--- src/rtl/spi_pkg.sv ---
// Shared types and constants for the SPI transmit path.
package spi_pkg;

  typedef enum logic [1:0] {
    IDLE  = 2'd0,
    SETUP = 2'd1,
    SHIFT = 2'd2,
    HOLD  = 2'd3
  } spi_tx_state_t;

  localparam int SPI_FRAME_W = 24;

  // Mode 0: SCLK idles low, data sampled on the rising edge.
  localparam logic SPI_CPOL = 1'b0;
  localparam logic SPI_CPHA = 1'b0;

endpackage

--- src/rtl/spi_tx_frame_if.sv ---
// Controller-side handshake plus SPI pins for one spi_tx_frame instance.
interface spi_tx_frame_if
  import spi_pkg::*;
#(
  parameter int DATA_W = SPI_FRAME_W
) ();

  logic              load_data;
  logic [DATA_W-1:0] data_in;
  logic              busy;
  logic              done_send;
  logic              spi_sclk;
  logic              spi_mosi;
  logic              spi_cs_n;

  modport master (
    output load_data, data_in,
    input  busy, done_send, spi_sclk, spi_mosi, spi_cs_n
  );

  modport slave (
    input  load_data, data_in,
    output busy, done_send, spi_sclk, spi_mosi, spi_cs_n
  );

endinterface

--- src/rtl/spi_half_tick.sv ---
// SCLK half-period timer: pulses tick once every CLK_DIV enabled cycles.
module spi_half_tick #(
  parameter int CLK_DIV = 4
) (
  input  logic clk,
  input  logic rst,
  input  logic en,
  output logic tick
);

  localparam int            CW   = $clog2(CLK_DIV + 1);
  localparam logic [CW-1:0] LAST = CW'(CLK_DIV - 1);

  logic [CW-1:0] cnt_q, cnt_d;

  always_comb begin
    tick  = en && (cnt_q == LAST);
    cnt_d = cnt_q;
    if (!en || tick) cnt_d = '0;
    else             cnt_d = cnt_q + CW'(1);
  end

  always_ff @(posedge clk or posedge rst) begin
    if (rst) cnt_q <= '0;
    else     cnt_q <= cnt_d;
  end

endmodule

--- src/rtl/spi_tx_frame.sv ---
// Write-only SPI mode-0 frame transmitter, one DATA_W-bit word per load_data.
//
// state | meaning
// IDLE  | CS high, waiting for load_data
// SETUP | CS asserted, MSB on MOSI, waiting for first SCLK rise
// SHIFT | SCLK toggling, one bit per period, shifted on falling SCLK
// HOLD  | last fall done, LSB held until CS release and done_send
module spi_tx_frame
  import spi_pkg::*;
#(
  parameter int DATA_W  = SPI_FRAME_W,
  parameter int CLK_DIV = 4
) (
  input  logic           clk,
  input  logic           rst,
  spi_tx_frame_if.slave  bus
);

  localparam int            BW       = $clog2(DATA_W + 1);
  localparam logic [BW-1:0] LAST_BIT = BW'(DATA_W - 1);

  spi_tx_state_t     state_q, state_d;
  logic [DATA_W-1:0] shreg_q, shreg_d;
  logic [BW-1:0]     bit_cnt_q, bit_cnt_d;
  logic              sclk_q, sclk_d;
  logic              mosi_q, mosi_d;
  logic              cs_n_q, cs_n_d;
  logic              busy_q, busy_d;
  logic              done_q, done_d;
  logic              tick;

  // Timer only runs once CS is visibly low, so the first half period is a full CLK_DIV.
  spi_half_tick #(.CLK_DIV(CLK_DIV)) u_half_tick (
    .clk  (clk),
    .rst  (rst),
    .en   (!cs_n_q),
    .tick (tick)
  );

  always_comb begin
    state_d   = state_q;
    shreg_d   = shreg_q;
    bit_cnt_d = bit_cnt_q;
    sclk_d    = sclk_q;
    mosi_d    = mosi_q;
    cs_n_d    = cs_n_q;
    busy_d    = busy_q;
    done_d    = 1'b0;
    case (state_q)
      IDLE: begin
        if (bus.load_data) begin
          shreg_d   = bus.data_in;
          bit_cnt_d = '0;
          state_d   = SETUP;
        end
      end
      SETUP: begin
        if (cs_n_q) begin
          cs_n_d = 1'b0;
          busy_d = 1'b1;
          mosi_d = shreg_q[DATA_W-1];
        end else if (tick) begin
          sclk_d  = ~SPI_CPOL;
          state_d = SHIFT;
        end
      end
      SHIFT: begin
        if (tick) begin
          if (sclk_q != SPI_CPOL) begin
            sclk_d    = SPI_CPOL;
            bit_cnt_d = bit_cnt_q + BW'(1);
            if (bit_cnt_q == LAST_BIT) begin
              state_d = HOLD;
            end else begin
              shreg_d = {shreg_q[DATA_W-2:0], 1'b0};
              mosi_d  = shreg_q[DATA_W-2];
            end
          end else begin
            sclk_d = ~SPI_CPOL;
          end
        end
      end
      HOLD: begin
        if (tick) begin
          cs_n_d  = 1'b1;
          busy_d  = 1'b0;
          done_d  = 1'b1;
          mosi_d  = 1'b0;
          state_d = IDLE;
          // Accepting here gives the 1-cycle CS gap for back-to-back frames.
          if (bus.load_data) begin
            shreg_d   = bus.data_in;
            bit_cnt_d = '0;
            state_d   = SETUP;
          end
        end
      end
      default: state_d = IDLE;
    endcase
  end

  always_ff @(posedge clk or posedge rst) begin
    if (rst) begin
      state_q   <= IDLE;
      shreg_q   <= '0;
      bit_cnt_q <= '0;
      sclk_q    <= SPI_CPOL;
      mosi_q    <= 1'b0;
      cs_n_q    <= 1'b1;
      busy_q    <= 1'b0;
      done_q    <= 1'b0;
    end else begin
      state_q   <= state_d;
      shreg_q   <= shreg_d;
      bit_cnt_q <= bit_cnt_d;
      sclk_q    <= sclk_d;
      mosi_q    <= mosi_d;
      cs_n_q    <= cs_n_d;
      busy_q    <= busy_d;
      done_q    <= done_d;
    end
  end

  assign bus.busy      = busy_q;
  assign bus.done_send = done_q;
  assign bus.spi_sclk  = sclk_q;
  assign bus.spi_mosi  = mosi_q;
  assign bus.spi_cs_n  = cs_n_q;

endmodule

--- src/flat_wrapper.sv ---
// flat-port wrapper written by rule: the top's interface ports become plain ports
module spi_tx_frame_flat import spi_pkg::*;
#(
  parameter int DATA_W  = SPI_FRAME_W,
  parameter int CLK_DIV = 4
)
  (clk, rst, bus_load_data, bus_data_in, bus_busy, bus_done_send, bus_spi_sclk, bus_spi_mosi, bus_spi_cs_n);
  spi_tx_frame_if #(.DATA_W(DATA_W)) bus_i ();
  input  logic clk;
  input  logic rst;
  input wire logic [$bits(bus_i.load_data)-1:0] bus_load_data;
  input wire logic [$bits(bus_i.data_in)-1:0] bus_data_in;
  output wire logic [$bits(bus_i.busy)-1:0] bus_busy;
  output wire logic [$bits(bus_i.done_send)-1:0] bus_done_send;
  output wire logic [$bits(bus_i.spi_sclk)-1:0] bus_spi_sclk;
  output wire logic [$bits(bus_i.spi_mosi)-1:0] bus_spi_mosi;
  output wire logic [$bits(bus_i.spi_cs_n)-1:0] bus_spi_cs_n;
  assign bus_i.load_data = bus_load_data;
  assign bus_i.data_in = bus_data_in;
  assign bus_busy = bus_i.busy;
  assign bus_done_send = bus_i.done_send;
  assign bus_spi_sclk = bus_i.spi_sclk;
  assign bus_spi_mosi = bus_i.spi_mosi;
  assign bus_spi_cs_n = bus_i.spi_cs_n;
  spi_tx_frame #(.DATA_W(DATA_W), .CLK_DIV(CLK_DIV)) u_core (.clk(clk), .rst(rst), .bus(bus_i));
endmodule
--- config.mk ---
export PLATFORM = sky130hd
export DESIGN_NAME = spi_tx_frame_flat
export DESIGN_NICKNAME = d
export VERILOG_FILES = /design/src/rtl/spi_pkg.sv /design/src/rtl/spi_tx_frame_if.sv /design/src/rtl/spi_half_tick.sv /design/src/rtl/spi_tx_frame.sv /design/src/flat_wrapper.sv
export SDC_FILE = /design/constraint.sdc
export NUM_CORES = 1
export LEC_CHECK = 0
export BUFFER_PORTS_ARGS = -buffer_cell sky130_fd_sc_hd__buf_2
export CAP_MARGIN = 20
export CORE_UTILIZATION = 40
export CTS_CLUSTER_DIAMETER = 60
export DETAILED_ROUTE_END_ITERATION = 8
export PLACE_DENSITY = 0.59
export SYNTH_ARGS = -nofsm -noshare
export SYNTH_HDL_FRONTEND = slang
export SYNTH_SLANG_ARGS = --single-unit
--- constraint.sdc ---
create_clock -name clk -period 5.7 [get_ports clk]
set_input_delay 0.855 -clock clk [delete_from_list [all_inputs] [get_ports clk]]
set_output_delay 0.855 -clock clk [all_outputs]
set_load 0.01 [all_outputs]
==> impl_metrics.ini <==
[status]
status = completed

[synthesis]
synth_cells = 197
synth_simple_gate_area_share_pct = 8.07
mappedNetlistNets = 231
synth_xor_area_share_pct = 0
ys_ff_latch = 39
synth_area_mm2 = 0.00209
ys_warn_count = 0
synth_top_family_by_area = compound AO/OA/AOI/OAI gates
synth_cell_types = 40
avgSynthCellArea_um2 = 10.6
synth-compound-area-share_pct = 22.4
synth_mux_area_share_pct = 13.6
synth-seq-area-share_pct = 46.7
synthAdderAreaFrac_pct = 4.19

[finish]
nets = 259
layout.cells.non_filler = 293
final_common_cell = a21oi_1
drive_gt1_share_pct = 26.1
synthToLayoutAreaGrowth_pct = 15.1
utilization_pct = 49.4
final_cell_mix = a21oi_1 (40), dfrtp_1 (38), buf_2 (31), mux2i_1 (25), a21oi_2 (10)
n_antenna_cell = 0

[drt]
via_count = 1529
avgRoutedWirePerCell_um = 14.0
wirelength_mm = 4.11
drc = 0
ant_nets = 0
dr.pass1.iters = 5
drtIter0Drc = 73
viasPerCell = 5.22

[placed_design]
pre_cts_slack_ns = 2.51
dpl.hpwl_mm = 2.68
portBuffers = 31
gp_congestion = 0.765
dp.cells = 285

[setup_path]
reg2reg_setup_slack_ns = 2.53
path_max_fanout = 40
crit_type = reg -> reg
critPathArrivalTime_ns = 3.30
start_kind = flip-flop
r2r-end = u_core.shreg_q[10]
endpoint_kind = flip-flop
critPathLaunch = u_core.state_q[0]
worstReg2RegStart = u_core.state_q[0]
endpoint = u_core.shreg_q[10]
reg2reg_depth = 7
required_ns = 5.83

[floorplanning]
core_area_mm2 = 0.00488
rows = 25
die_w_um = 74.3
io_pins = 32
initial_utilization_pct = 42.9
dieArea_mm2 = 0.00552
die_h_um = 74.3

[pwr]
leakage_nw = 1.22
p_per_area_mw_per_mm2 = 235
vdd_drop_max_v = 0.000121

[timing]
drv_slew = 0
finalCritPeriodShare_pct = 55.7
fin_skew_ns = 0.00943
fin_ws_ns = 2.53
period_needed_ns = 3.17
final_hold_viol_count = 0
rsz0062_at_grt = false
worst_pin_slew_ns = 0.999
setup_tns_ns = 0
setup_viol = 0
timing.hold.ws_ns = 0.446
slew_headroom_pct = 33.4
fmax_mhz = 315

[clocking]
clk_latency_ns = 0.30
ctsHoldBuffers = 0
cts_tree = yes
clock_path_buffers = 2
cts.sinks = 39
post_cts_buffers = 0
path_clk_slew_ns = 0.08
cts_made_buffers = 5
cts_resized = 0
clockRootBuffer = clkbuf_8
cts_max_level = 2

[global_routing]
grt.overflow.total = 0
antenna_found_initial = 0
grt_pass1_wl_mm = 6.96
grt_pass1_vias = 1498
grt_max_degree = 41
grt_usage_pct = 16.5

[job]
cap_violations = 0

[hold_path]
hold_class = reg -> reg
power by group:
part           switching (mW)  leakage, nW  internal (mW)
combinational         0.00889        0.629        0.00718
clock                  0.0984       0.0654          0.175
sequential                  0        0.522          0.276
worst max-delay path, stage by stage, from the launching register on:
cell and delay, ns:
dfrtp_1 0.41, inv_1 0.11, ha_2 0.85, nand3b_1 0.19, o22ai_1 0.16, buf_4 0.29
and2_1 0.83, a21oi_1 0.14
worst min path at each step:
stage	startpoint	to	cells past startpoint
global placement	u_core.u_half_tick.cnt_q[0]	u_core.u_half_tick.cnt_q[0]	1
finish	u_core.u_half_tick.cnt_q[0]	u_core.u_half_tick.cnt_q[0]	1
CTS	u_core.u_half_tick.cnt_q[0]	u_core.u_half_tick.cnt_q[0]	1
floorplan	u_core.u_half_tick.cnt_q[0]	u_core.u_half_tick.cnt_q[0]	1
detailed placement	u_core.u_half_tick.cnt_q[0]	u_core.u_half_tick.cnt_q[0]	1
global route	u_core.u_half_tick.cnt_q[0]	u_core.u_half_tick.cnt_q[0]	1
per-layer routing:
| metal | part of all wire (%) | track usage [%] | vias up |
|---|---|---|---|
| li1 | - | - | 769 |
| met1 | 52 | 23.1 | 724 |
| met2 | 42 | 24.1 | 28 |
| met3 | 4.7 | 4.88 | 8 |
| met4 | 1.9 | 6.50 | 0 |
| met5 | 0 | 0 | - |
state kept, by name, indices dropped and copies added, names as in the netlist:
signal / cells
u_core.bit_cnt_q: 5
u_core.bus.spi_cs_n: 1
u_core.state_q: 2
u_core.bus.spi_mosi: 1
u_core.u_half_tick.cnt_q: 3
u_core.bus.busy: 1
u_core.bus.done_send: 1
u_core.shreg_q: 24
u_core.bus.spi_sclk: 1
cell type report:
type	instances	area (um^2)
tap	67	83.8
fill	476	2470
clock buffer	6	72.6
clock inverter	2	60.1
timing repair buffer	34	178
sequential	39	977
inverter	7	26.3
multi-input combinational	138	1010
kinds of logic after synthesis:
| family | after synthesis |
|---|---|
| buffers and inverters | 20 |
| AO/OA/AOI/OAI | 73 |
| adder cells (fa/ha/maj) | 7 |
| flip-flops | 39 |
| AND/OR/NAND/NOR | 30 |
| multiplexers | 28 |
stage by stage:
stage               instance area, um^2  total power [mW]
finish                             2410             0.566
global route                       2410             0.586
CTS                                2410             0.574
detailed placement                 2280             0.299
global placement                   2280             0.299
floorplan                          2090             0.287
cell usage after synthesis (all sizes together):
master	n	share of area (%)
nor2b	4	1.2
a2bb2oi	1	0.42
nand2	6	1.1
o21ai	7	1.9
a22oi	1	0.36
and4b	1	0.48
a31oi	2	0.60
mux2	3	1.6
clkbuf	5	0.90
nand2b	2	0.60
and3	1	0.30
o22ai	1	0.30
nand3	1	0.24
a211oi	2	1.3
ha	7	4.2
o221ai	1	0.42
nor3b	2	0.72
nand3b	1	0.36
nor3	2	0.48
inv	7	1.3
a21oi	50	14
a22o	4	1.7
nor2	4	0.72
mux2i	25	12
a41oi	1	0.42
a21o	1	0.36
or3b	1	0.42
a221o	1	0.48
dfstp	1	1.3
dfrtp	38	45
o2bb2ai	1	0.42
and2	3	0.90
nand4	2	0.60
buf	8	2.9
No activity file was read; power rests on OpenSTA's default activity.
